`config.mk`:
```
export PLATFORM = sky130hd
export DESIGN_NAME = ram_port_ctrl
export DESIGN_NICKNAME = d
export VERILOG_FILES = /design/src/rtl/ram_ctrl_pkg.sv /design/src/rtl/ram_rsp_fifo.sv /design/src/rtl/ram_port_ctrl.sv
export SDC_FILE = /design/constraint.sdc
export NUM_CORES = 1
export LEC_CHECK = 0
export CORE_UTILIZATION = 58
export CTS_BUF_LIST = sky130_fd_sc_hd__clkbuf_4
export DETAILED_ROUTE_END_ITERATION = 7
export PLACE_DENSITY = 0.9
export SLEW_MARGIN = 40
export SYNTH_ARGS = -nofsm -noshare
export SYNTH_HDL_FRONTEND = slang
export SYNTH_SLANG_ARGS = --single-unit
```
`constraint.sdc`:
```
create_clock -name clk -period 10.29 [get_ports clk]
set_clock_uncertainty 0.2 [all_clocks]
set_input_delay 3.087 -clock clk [delete_from_list [all_inputs] [get_ports clk]]
set_output_delay 3.087 -clock clk [all_outputs]
set_load 0.005 [all_outputs]
```
`src/rtl/ram_ctrl_pkg.sv`:
```
`default_nettype none
// ============================================================================
// Module      : ram_ctrl_pkg
// Description : Shared types and helpers for the RAM port controller.
// Revision    : 1.0 - initial release
// ============================================================================
package ram_ctrl_pkg;

    // Controller phases: zero-fill sweep, then normal request traffic
    typedef enum logic [0:0] {
        CLEAR = 1'b0,
        RUN   = 1'b1
    } ctrl_state_t;

    // Width of a counter that must hold every value 0..depth inclusive
    function automatic int cnt_width(input int depth);
        return $clog2(depth + 1);
    endfunction

endpackage
`default_nettype wire

```
`src/rtl/ram_rsp_fifo.sv`:
```
`default_nettype none
// ============================================================================
// Module      : ram_rsp_fifo
// Description : Shift-style response FIFO; entry 0 is the registered head.
// Revision    : 1.0 - initial release
// ============================================================================
module ram_rsp_fifo
    import ram_ctrl_pkg::*;
#(
    parameter int BW        = 32,
    parameter int RSP_DEPTH = 4,
    localparam int CW       = cnt_width(RSP_DEPTH)
) (
    input  logic          clk,
    input  logic          rst,
    input  logic          push,
    input  logic [BW-1:0] push_data,
    input  logic          pop,
    output logic [BW-1:0] head,
    output logic [CW-1:0] count,
    output logic          empty
);

    logic [BW-1:0] mem [RSP_DEPTH];
    logic          full;
    logic          do_pop;
    logic          do_push;
    logic [CW-1:0] wr_idx;

    assign empty   = (count == '0);
    assign full    = (count == CW'(RSP_DEPTH));
    assign do_pop  = pop & ~empty;
    assign do_push = push & (~full | do_pop);
    // A simultaneous pop shifts everything down one slot, so the write lands one lower
    assign wr_idx  = do_pop ? (count - 1'b1) : count;
    assign head    = mem[0];

    // Storage shift on pop, then write of the new entry (later assignment wins)
    always_ff @(posedge clk or posedge rst) begin
        if (rst) begin
            count <= '0;
            for (int i = 0; i < RSP_DEPTH; i++) begin
                mem[i] <= '0;
            end
        end else begin
            if (do_pop) begin
                for (int i = 0; i < RSP_DEPTH - 1; i++) begin
                    mem[i] <= mem[i+1];
                end
            end
            if (do_push) begin
                for (int i = 0; i < RSP_DEPTH; i++) begin
                    if (wr_idx == CW'(i)) begin
                        mem[i] <= push_data;
                    end
                end
            end
            case ({do_push, do_pop})
                2'b10:   count <= count + 1'b1;
                2'b01:   count <= count - 1'b1;
                default: count <= count;
            endcase
        end
    end

    // Upstream credit accounting must never let a push hit a full FIFO
    a_no_overflow: assert property (@(posedge clk) disable iff (rst)
        !(push && full && !pop));

endmodule
`default_nettype wire

```
`src/rtl/ram_port_ctrl.sv`:
```
`default_nettype none
// ============================================================================
// Module      : ram_port_ctrl
// Description : Valid/ready front-end for a single-port RAM with optional
//               zero-fill after reset and in-order read response FIFO.
// Revision    : 1.0 - initial release
// ============================================================================
module ram_port_ctrl
    import ram_ctrl_pkg::*;
#(
    parameter int BW             = 32,
    parameter int AW             = 10,
    parameter int RSP_DEPTH      = 4,
    parameter int CLEAR_ON_RESET = 1
) (
    input  logic          clk,
    input  logic          rst,
    input  logic          req_valid,
    output logic          req_ready,
    input  logic          req_we,
    input  logic [AW-1:0] req_addr,
    input  logic [BW-1:0] req_wdata,
    output logic          rsp_valid,
    input  logic          rsp_ready,
    output logic [BW-1:0] rsp_rdata,
    output logic          busy,
    output logic          ram_we,
    output logic [AW-1:0] ram_addr,
    output logic [BW-1:0] ram_data_in,
    input  logic [BW-1:0] ram_data_out
);

    localparam int          CW          = cnt_width(RSP_DEPTH);
    localparam ctrl_state_t RESET_STATE = (CLEAR_ON_RESET != 0) ? CLEAR : RUN;

    ctrl_state_t   state;
    ctrl_state_t   state_d;
    logic [AW-1:0] clr_cnt;
    logic          rd_inflight;
    logic [CW-1:0] fifo_count;
    logic          fifo_empty;
    logic [CW:0]   occupancy;
    logic          credit;
    logic          rd_accept;

    // Credit uses registered occupancy only; a same-cycle pop does not free a slot
    assign occupancy = {1'b0, fifo_count} + (CW+1)'(rd_inflight);
    assign credit    = (occupancy < (CW+1)'(RSP_DEPTH));
    assign rd_accept = req_valid & req_ready & ~req_we;
    assign rsp_valid = ~fifo_empty;

    // State register
    always_ff @(posedge clk or posedge rst) begin
        if (rst) state <= RESET_STATE;
        else     state <= state_d;
    end

    // Next state and RAM/handshake outputs; RAM strobes are muted while reset is held
    always_comb begin
        state_d     = state;
        busy        = 1'b0;
        req_ready   = 1'b0;
        ram_we      = 1'b0;
        ram_addr    = req_addr;
        ram_data_in = req_wdata;
        case (state)
            CLEAR: begin
                busy        = 1'b1;
                ram_we      = ~rst;
                ram_addr    = clr_cnt;
                ram_data_in = '0;
                if (clr_cnt == '1) state_d = RUN;
            end
            RUN: begin
                req_ready = req_we | credit;
                ram_we    = ~rst & req_valid & req_ready & req_we;
            end
            default: state_d = RESET_STATE;
        endcase
    end

    // Clear sweep address, advancing once per cycle while clearing
    always_ff @(posedge clk or posedge rst) begin
        if (rst)                 clr_cnt <= '0;
        else if (state == CLEAR) clr_cnt <= clr_cnt + 1'b1;
    end

    // One-cycle marker that RAM read data is due on the next edge
    always_ff @(posedge clk or posedge rst) begin
        if (rst) rd_inflight <= 1'b0;
        else     rd_inflight <= rd_accept;
    end

    ram_rsp_fifo #(
        .BW        (BW),
        .RSP_DEPTH (RSP_DEPTH)
    ) u_fifo (
        .clk       (clk),
        .rst       (rst),
        .push      (rd_inflight),
        .push_data (ram_data_out),
        .pop       (rsp_valid & rsp_ready),
        .head      (rsp_rdata),
        .count     (fifo_count),
        .empty     (fifo_empty)
    );

endmodule
`default_nettype wire

```
After elaboration in Yosys (flattened, before gate mapping):

Cells that the tools add are included.

* word-level logic and storage cells: 54
* register bits after elaboration: 143
* bits of input ports: 79

* reduce and logical (&&, ||, !) cells: 4
* bitwise operators: 15
* order comparisons: 1
* add/subtract/negate cells: 4
* eq/ne operators: 7
* muxes and demuxes: 15

Operators by type and width (count)
* $mux 32: 5
* $mux 128: 1
* $mux 96: 1
* $add 10x1->10 const B: 1
* $eq 10x10->1 const B: 1
* $mux 10: 1
* $and 1x1->1: 8
* $eq 3x2->1 const B: 2
* $logic_not 3->1: 2
* $pmux 3 s2: 1
* $not 1->1: 5
* $add 3x1->4: 1
* $lt 4x3->1 const B: 1
* $mux 1: 4
* $add 3x1->3 const B: 1
* $eq 3x1->1 const B: 1
* $eq 3x3->1 const B: 1
* $mux 3: 1
* $sub 3x1->3 const B: 1
* $eq 2x1->1 const B: 1
* $eq 2x2->1 const B: 1
* $or 1x1->1: 2
* $pmux 1 s2: 1
* $reduce_and 2->1: 1
* $reduce_bool 2->1: 1

Depth between registers and ports, before layout:

Gate-level depths: netlist of the first run.

* depth in word-level cells: 8
* depth in mapped cells: 9

Modules after synthesis:

A second synthesis of the first run with hierarchy kept.

* cells, all modules: 554
* area, all modules: 7777.5 um^2

By module, submodules not included
* ram_rsp_fifo: cells an instance 456, instances 1, area each 6862.8 um^2
* ram_port_ctrl: cells an instance 98, instances 1, area each 914.6 um^2

Worst setup path before layout of the first run:

Ideal clock, no wire load.

* path kind: input port to output port
* start point: in req_addr[1]
* end point: out ram_addr[1]
* arrival: 3.342 ns
* setup slack: 3.661 ns
* cell stages on the path: 1
* cell sequence: mux2_2

* word-level cells in the longest chain between the ends: 1

Ends and longest elaborated chain
* from (decl): line ram_port_ctrl.sv:21 `input logic [AW-1:0] req_addr,`
* $mux 10: line ram_port_ctrl.sv:66 `case (state)`
* to (decl): line ram_port_ctrl.sv:28 `output logic [AW-1:0] ram_addr,`

No other way between the ends.

Worst setup path in the final report of the first run:

* start point: in req_we
* end point: out ram_we

* word-level cells in the longest chain between the ends: 4

Ends and longest elaborated chain
* from (decl): line ram_port_ctrl.sv:20 `input logic req_we,`
* $or 1x1->1: line ram_port_ctrl.sv:75 `req_ready = req_we | credit;`
* $and 1x1->1: line ram_port_ctrl.sv:76 `ram_we = ~rst & req_valid & req_ready & req_we;`
* $and 1x1->1 (*): line ram_port_ctrl.sv:76
* $pmux 1 s2 (*): line ram_port_ctrl.sv:66
* to (decl): line ram_port_ctrl.sv:27 `output logic ram_we,`

Mark *: on every way between the ends. The rest lies on a longest branch, timed or not.

==> results of run 1 <==
cell usage in the layout (no fill, tap or decap), types with 2 or more instances in the layout:
| cell | n |
|---|---|
| o31ai_1 | 2 |
| xnor2_1 | 10 |
| inv_1 | 7 |
| o221ai_4 | 2 |
| clkinv_1 | 3 |
| mux2_4 | 60 |
| buf_4 | 4 |
| and2_1 | 32 |
| mux2_1 | 7 |
| nand2_1 | 8 |
| buf_6 | 2 |
| nor2b_1 | 4 |
| nand4_1 | 4 |
| ha_1 | 4 |
| clkbuf_4 | 18 |
| nor3_1 | 3 |
| a21oi_4 | 2 |
| nor2_1 | 5 |
| a21oi_1 | 9 |
| dfrtp_1 | 142 |
| o21ai_0 | 2 |
| nand2b_1 | 2 |
| o22ai_4 | 2 |
| nand3_1 | 3 |
| clkdlybuf4s50_1 | 156 |
| clkinvlp_4 | 4 |
| mux2_2 | 166 |
| clkinv_2 | 6 |
through the flow:
step / std cells / power (mW) / setup WS, ns / hold slack, ns / instance area (um^2)
floorplan: 552 / 1.48 / 3.17 / 0.260 / 7680
global placement: 824 / 1.60 / 2.71 / 0.270 / 9070
detailed placement: 824 / 1.66 / 2.69 / 0.282 / 9080
CTS: 856 / 1.97 / 2.70 / 0.308 / 9320
global route: 858 / 2.08 / 2.64 / 0.332 / 9330
finish: 858 / 1.95 / 2.71 / 0.303 / 9330
worst paths after layout:
path / slack [ns] / startpoint / cells after the start / to
setup / recovery: 2.71 / req_we / 4 / ram_we
hold / removal: 0.30 / u_fifo.mem[0] / 1 / u_fifo.mem[0]
setup reg to reg: 6.52 / u_fifo.count[1] / 9 / u_fifo.head[0]
hold reg to reg: 0.30 / u_fifo.mem[0] / 1 / u_fifo.mem[0]
max in group asynchronous: 5.97 / rst / 3 / u_fifo.mem[30]
min in group asynchronous: 2.82 / rst / 2 / state
logic make-up (layout without fill, tap and decap cells):
| group | Yosys count | in the layout | synth area share [%] |
|---|---|---|---|
| AOI/OAI and AO/OA | 23 | 23 | 2.44 |
| muxes | 234 | 234 | 37.2 |
| other | 0 | 1 | 0 |
| adders and majority gates | 5 | 5 | 0.782 |
| and+or+nand+nor | 66 | 66 | 5.07 |
| buffers and inverters | 70 | 203 | 6.59 |
| xor gates and xnor gates | 11 | 11 | 1.26 |
| DFF | 143 | 143 | 46.6 |
flip-flops by register name, indices dropped and copies added (netlist names):
name          count
u_fifo.count      3
state             1
u_fifo.head      32
clr_cnt          10
rd_inflight       1
u_fifo.mem       96
worst reg2reg max path, delay by kind of cell (launching register included):
family | cells | cell delay (ns)
muxes | 1 | 0.39
AOI/OAI and AO/OA | 1 | 0.72
DFF | 1 | 0.47
adders and majority gates | 1 | 0.29
and+or+nand+nor | 2 | 0.39
buffers and inverters | 4 | 1.20
layer usage:
metal  part of all wire (%)  vias up  global-route usage [%]
li1                       -     2164                       -
met1                     42     2302                    26.9
met2                     52      126                    39.4
met3                    5.1       14                    7.47
met4                    1.0        0                    7.68
met5                      0        -                       0
cell usage after synthesis, drive strengths merged:
library cell,number
nand2,9
nor2,5
o31ai,2
and3b,1
maj3,1
xor2,1
a21o,1
and4b,1
ha,4
nand4,4
or4b,1
inv,8
nor2b,4
nor3,3
nand3,3
and2,32
xnor2,10
nand2b,2
o211ai,1
o21ai,2
mux2,233
o22ai,2
dfrtp,143
and4,1
mux2i,1
a21oi,11
a31oi,1
clkbuf,5
buf,57
o221ai,3
layout make-up:
cell class	instances	area [um^2]	share of cell area [%]
Inverter	8	35.0	0.375
Sequential cell	143	3580	38.4
Clock inverter	14	101	1.09
Multi-Input combinational cell	339	3630	38.9
Clock buffer	18	135	1.45
Tap cell	172	215	2.31
Antenna cell	1	2.50	0.0268
Timing Repair Buffer	163	1630	17.5
report_power, final:
part | switching [mW] | leakage [nW] | internal (mW)
registers | 0.0989 | 1.76 | 0.745
clock network | 0.199 | 0.126 | 0.117
logic | 0.246 | 2.29 | 0.546
==> run_results.csv, run 1 <==
group,metric,value,unit
critical_path,crit_family,"buffers and inverters",
detailed_routing,wl,14.5,mm
detailed_routing,drt_iter0_drc,316,
timing,fin_crit,7.58,ns
cts,clock_sink_count,143,
detailed_routing,ant_nets,0,
critical_path,crit_fanout,3,
power_and_ir_drop,vdd_drop_max,95.6,uV
global_routing,grtUsageTotal,22.8,%
critical_path,start_kind,"input port",
detailed_routing,firstDrtPassIters,6,
cts,ctsResizeCount,0,
cts,numCtsBuffers,17,
critical_path,slowest_delay,0.52,ns
logic_synthesis,synth_warnings,0,
timing,worstMarginPinSlew,0.785,ns
cts,htreeDepth,4,
timing,slew_violations,0,
min_path,min_path_type,"reg2reg",
logic_synthesis,synth.top_cell.area_share,46.6,%
timing,hold_violations,0,
power_and_ir_drop,power.leakage,4.17,nW
detailed_routing,viasPerCell,5.37,
logic_synthesis,syn_area,7680,um^2
cts,clk_latency,0.56,ns
logic_synthesis,ys_seq_area_share,46.6,%
logic_synthesis,ys_types,38,
critical_path,cp-end-kind,"output port",
die,coreArea,12800,um^2
placed_design,place.port_buffers,156,
global_routing,grt-ovfl-total,0,
global_routing,antenna_found_initial,1,
cts,clkTransAtPathRegs,0.11,ns
detailed_routing,vias,4606,
timing,fin_setup_tns,0,ns
critical_path,critPathBufInv,2,
critical_path,path_common_cell,"clkdlybuf4s50_1",
placed_design,place_congestion,0.798,
cts,cts_tree,"yes",
cts,clockRootBuffer,"clkbuf_4",
die,die-area,13700,um^2
timing,max_freq,0.132,GHz
layout,nFillCells,865,
global_routing,grt_pass1_vias,4817,
critical_path,cp.required,7.00,ns
logic_synthesis,syn-instance-count,552,
logic_synthesis,ys_ff_latch,143,
layout,final_nets,755,
global_routing,grt_pass1_wl,23.2,mm
detailed_routing,wire_per_inst,16.9,um
timing,grt_setup_unrepaired,"false",
timing,setup_viol,0,
logic_synthesis,syn_avg_cell_area,13.9,um^2
logic_synthesis,yosys.area.top_type,"dfrtp_1",
cts,cts_buffer_depth,2,
layout,area_growth,21.6,%
outcome,status,"completed",
global_routing,grt_max_degree,81,
layout,drive_above_1_share,39.7,%
flow_run,drv_cap,0,
die,die_x,117,um
layout,fin_util,73.1,%
timing,timing.final.crit_share,73.7,%
detailed_routing,drc_errors,0,
critical_path,crit_type,"in2out",
die,die_h,117,um
placed_design,hpwl,9.96,mm
power_and_ir_drop,p_per_area,209,nW/um^2
logic_synthesis,synth_area_leaders,"dfrtp_1 (47%), mux2_2 (24%), mux2_4 (12%), buf_4 (3.8%), and2_1 (2.6%)",
cts,post-cts-setup-buffers,0,
die,rows,41,
critical_path,crit_slowest_cell,"clkdlybuf4s50_1",
critical_path,worstPathCellList,"clkdlybuf4s50_1, nand2_1, a21oi_1, clkdlybuf4s50_1",
logic_synthesis,synthesis.nets,635,
cts,ctsHoldBuffers,0,
critical_path,critPathArrivalTime,4.30,ns
timing,slew_headroom,47.6,%
die,io-pin-count,157,
die,start_util,60.1,%
Power figures use the tool's default switching activity.
==> run 2, diff against run 1 <==
--- a/config.mk
+++ b/config.mk
@@ -5,10 +5,10 @@
 export SDC_FILE = /design/constraint.sdc
 export NUM_CORES = 1
 export LEC_CHECK = 0
-export CORE_UTILIZATION = 58
+export CORE_UTILIZATION = 54
 export CTS_BUF_LIST = sky130_fd_sc_hd__clkbuf_4
 export DETAILED_ROUTE_END_ITERATION = 7
-export PLACE_DENSITY = 0.9
+export PLACE_DENSITY = 0.84
 export SLEW_MARGIN = 40
 export SYNTH_ARGS = -nofsm -noshare
 export SYNTH_HDL_FRONTEND = slang
==> constraint.sdc (replaced) <==
create_clock -name clk -period 7.02 [get_ports clk]
set_clock_uncertainty 0.2 [all_clocks]
set_input_delay 2.106 -clock clk [delete_from_list [all_inputs] [get_ports clk]]
set_output_delay 2.106 -clock clk [all_outputs]
set_load 0.005 [all_outputs]
==> run 2 against run 1 <==
Net effect:
- hold slack worse by 0.0016 ns
- clock power increased by 73%
- total power increased by 51%
- flip-flop and latch count is the same
- sequential power rose by 47%
- critical path depth stayed put
- routed wire length increased by 1.5%
- die area up 7.3%
- first-iteration DRC count shrank 54%
- setup slack worse by 1.3 ns
- largest cell class unchanged
- largest power group unchanged
==> run_results.csv, run 2 (synthesized netlist as in run 1, its figures left out) <==
group,metric,value,unit
outcome,status,"completed",
die,io-pin-count,157,
critical_path,cp-end-kind,"output port",
layout,largest_reg_flops,96,
cts,cts_tree,"yes",
detailed_routing,drc_errors,0,
detailed_routing,wl,14.7,mm
global_routing,grtUsageTotal,21.2,%
cts,clockRootBuffer,"clkbuf_4",
timing,worst_hold_slack,0.301,ns
power_and_ir_drop,vdd_drop_max,170,uV
timing,grt_setup_unrepaired,"false",
power_and_ir_drop,power.switching,0.794,mW
cts,ctsHoldBuffers,0,
global_routing,grt_pass1_vias,4942,
power_and_ir_drop,p_per_area,313,nW/um^2
power_and_ir_drop,internal-power,2.15,mW
timing,worstMarginPinSlew,0.778,ns
detailed_routing,vias,4635,
cts,post-cts-setup-buffers,0,
layout,final_nets,757,
global_routing,grt_max_degree,104,
timing,final.setup.worst_slack,1.40,ns
timing,slew_violations,0,
power_and_ir_drop,power.leakage,4.22,nW
placed_design,placed_area,9130,um^2
detailed_routing,viasPerCell,5.35,
power_and_ir_drop,p_comb_share,39.5,%
detailed_routing,drt_iter0_drc,146,
placed_design,place_congestion,0.758,
global_routing,antenna_found_initial,1,
layout,drive_above_1_share,40.1,%
timing,slew_headroom,48.1,%
timing,timing.final.crit_share,80.1,%
detailed_routing,wire_per_inst,17.0,um
cts,htreeDepth,4,
die,start_util,55.3,%
die,die_x,121,um
placed_design,dp_cells,835,
placed_design,place.port_buffers,156,
min_path,min_path_type,"reg2reg",
cts,numCtsBuffers,17,
timing,hold_violations,0,
layout,instances_no_fill,867,
layout,final_cell_mix,"mux2_2 (166), clkdlybuf4s50_1 (156), dfrtp_1 (142), mux2_4 (60), and2_1 (32)",
cts,ctsResizeCount,0,
critical_path,cp.required,4.71,ns
cts,clk_latency,0.53,ns
global_routing,grt_pass1_wl,24.0,mm
die,rows,43,
critical_path,crit_fanout,3,
power_and_ir_drop,clkPwrFrac,18.5,%
power_and_ir_drop,p_total,2.95,mW
cts,cts_buffer_depth,2,
flow_run,drv_cap,0,
layout,fin_util,67.9,%
layout,final_area,9430,um^2
layout,area_growth,22.8,%
timing,fin_setup_tns,0,ns
die,coreArea,13900,um^2
global_routing,grt-ovfl-total,0,
layout,top_register,"u_fifo.mem",
timing,max_freq,0.178,GHz
die,die_h,121,um
critical_path,crit_type,"in2out",
detailed_routing,ant_nets,0,
critical_path,start_kind,"input port",
power_and_ir_drop,pwr-share-seq,42.0,%
critical_path,critPathArrivalTime,3.32,ns
die,die-area,14700,um^2
cts,clock_sink_count,143,
cts,clkTransAtPathRegs,0.10,ns
timing,fin_crit,5.62,ns
detailed_routing,firstDrtPassIters,4,
layout,final_common_cell,"mux2_2",
power_and_ir_drop,swShare,27.0,%
placed_design,hpwl,10.0,mm
placed_design,place_ws,1.40,ns
timing,setup_viol,0,
==> run 2: cell types whose count changed in the layout (fill, tap and decap cells not counted), moves of 2 or more <==
cell	before	now
clkbuf_4	18	21
clkinv_2	6	1
buf_4	4	6
clkinvlp_4	4	2
clkinv_1	3	1
clkinv_4	0	3
bufinv_16	1	3
==> run 2: path summary, 6_finish.rpt <==
kind / cells after the start / startpoint / slack, ns / to
setup / recovery: 4 / req_we / 1.40 / ram_we
hold / removal: 1 / u_fifo.mem[0] / 0.30 / u_fifo.mem[0]
setup reg to reg: 8 / u_fifo.count[1] / 3.61 / u_fifo.mem[74]
hold reg to reg: 1 / u_fifo.mem[0] / 0.30 / u_fifo.mem[0]
max in group asynchronous: 3 / rst / 3.73 / u_fifo.mem[64]
min in group asynchronous: 2 / rst / 1.91 / clr_cnt[2]
==> run 2: worst max-delay path: stages <==
cell             delay, ns
clkdlybuf4s50_1       0.50
nand2_1               0.06
a21oi_1               0.13
clkdlybuf4s50_1       0.52
==> run 2: per-layer routing <==
layer / global-route usage, % / share of wire, % / vias to the layer above
li1: - / - / 2176
met1: 25.0 / 42 / 2345
met3: 5.40 / 3.7 / 16
met5: 0 / 0 / -
met4: 7.25 / 1.5 / 0
met2: 37.3 / 53 / 98
==> run 2: area by class of cell <==
cell class	instances	area [um^2]
Tap cell	180	225
Antenna cell	1	2.50
Inverter	8	37.5
Timing Repair Buffer	165	1650
Clock buffer	21	158
Clock inverter	10	140
Multi-Input combinational cell	339	3630
Sequential cell	143	3580
Fill cell	980	4460
==> run 2: power by group through the flow <==
stage / Combinational (mW) / Sequential [mW] / Clock, mW
floorplan: 0.965 / 1.20 / 0
global placement: 1.11 / 1.24 / 0
detailed placement: 1.17 / 1.26 / 0
CTS: 1.18 / 1.24 / 0.564
global route: 1.26 / 1.27 / 0.593
finish: 1.16 / 1.24 / 0.545
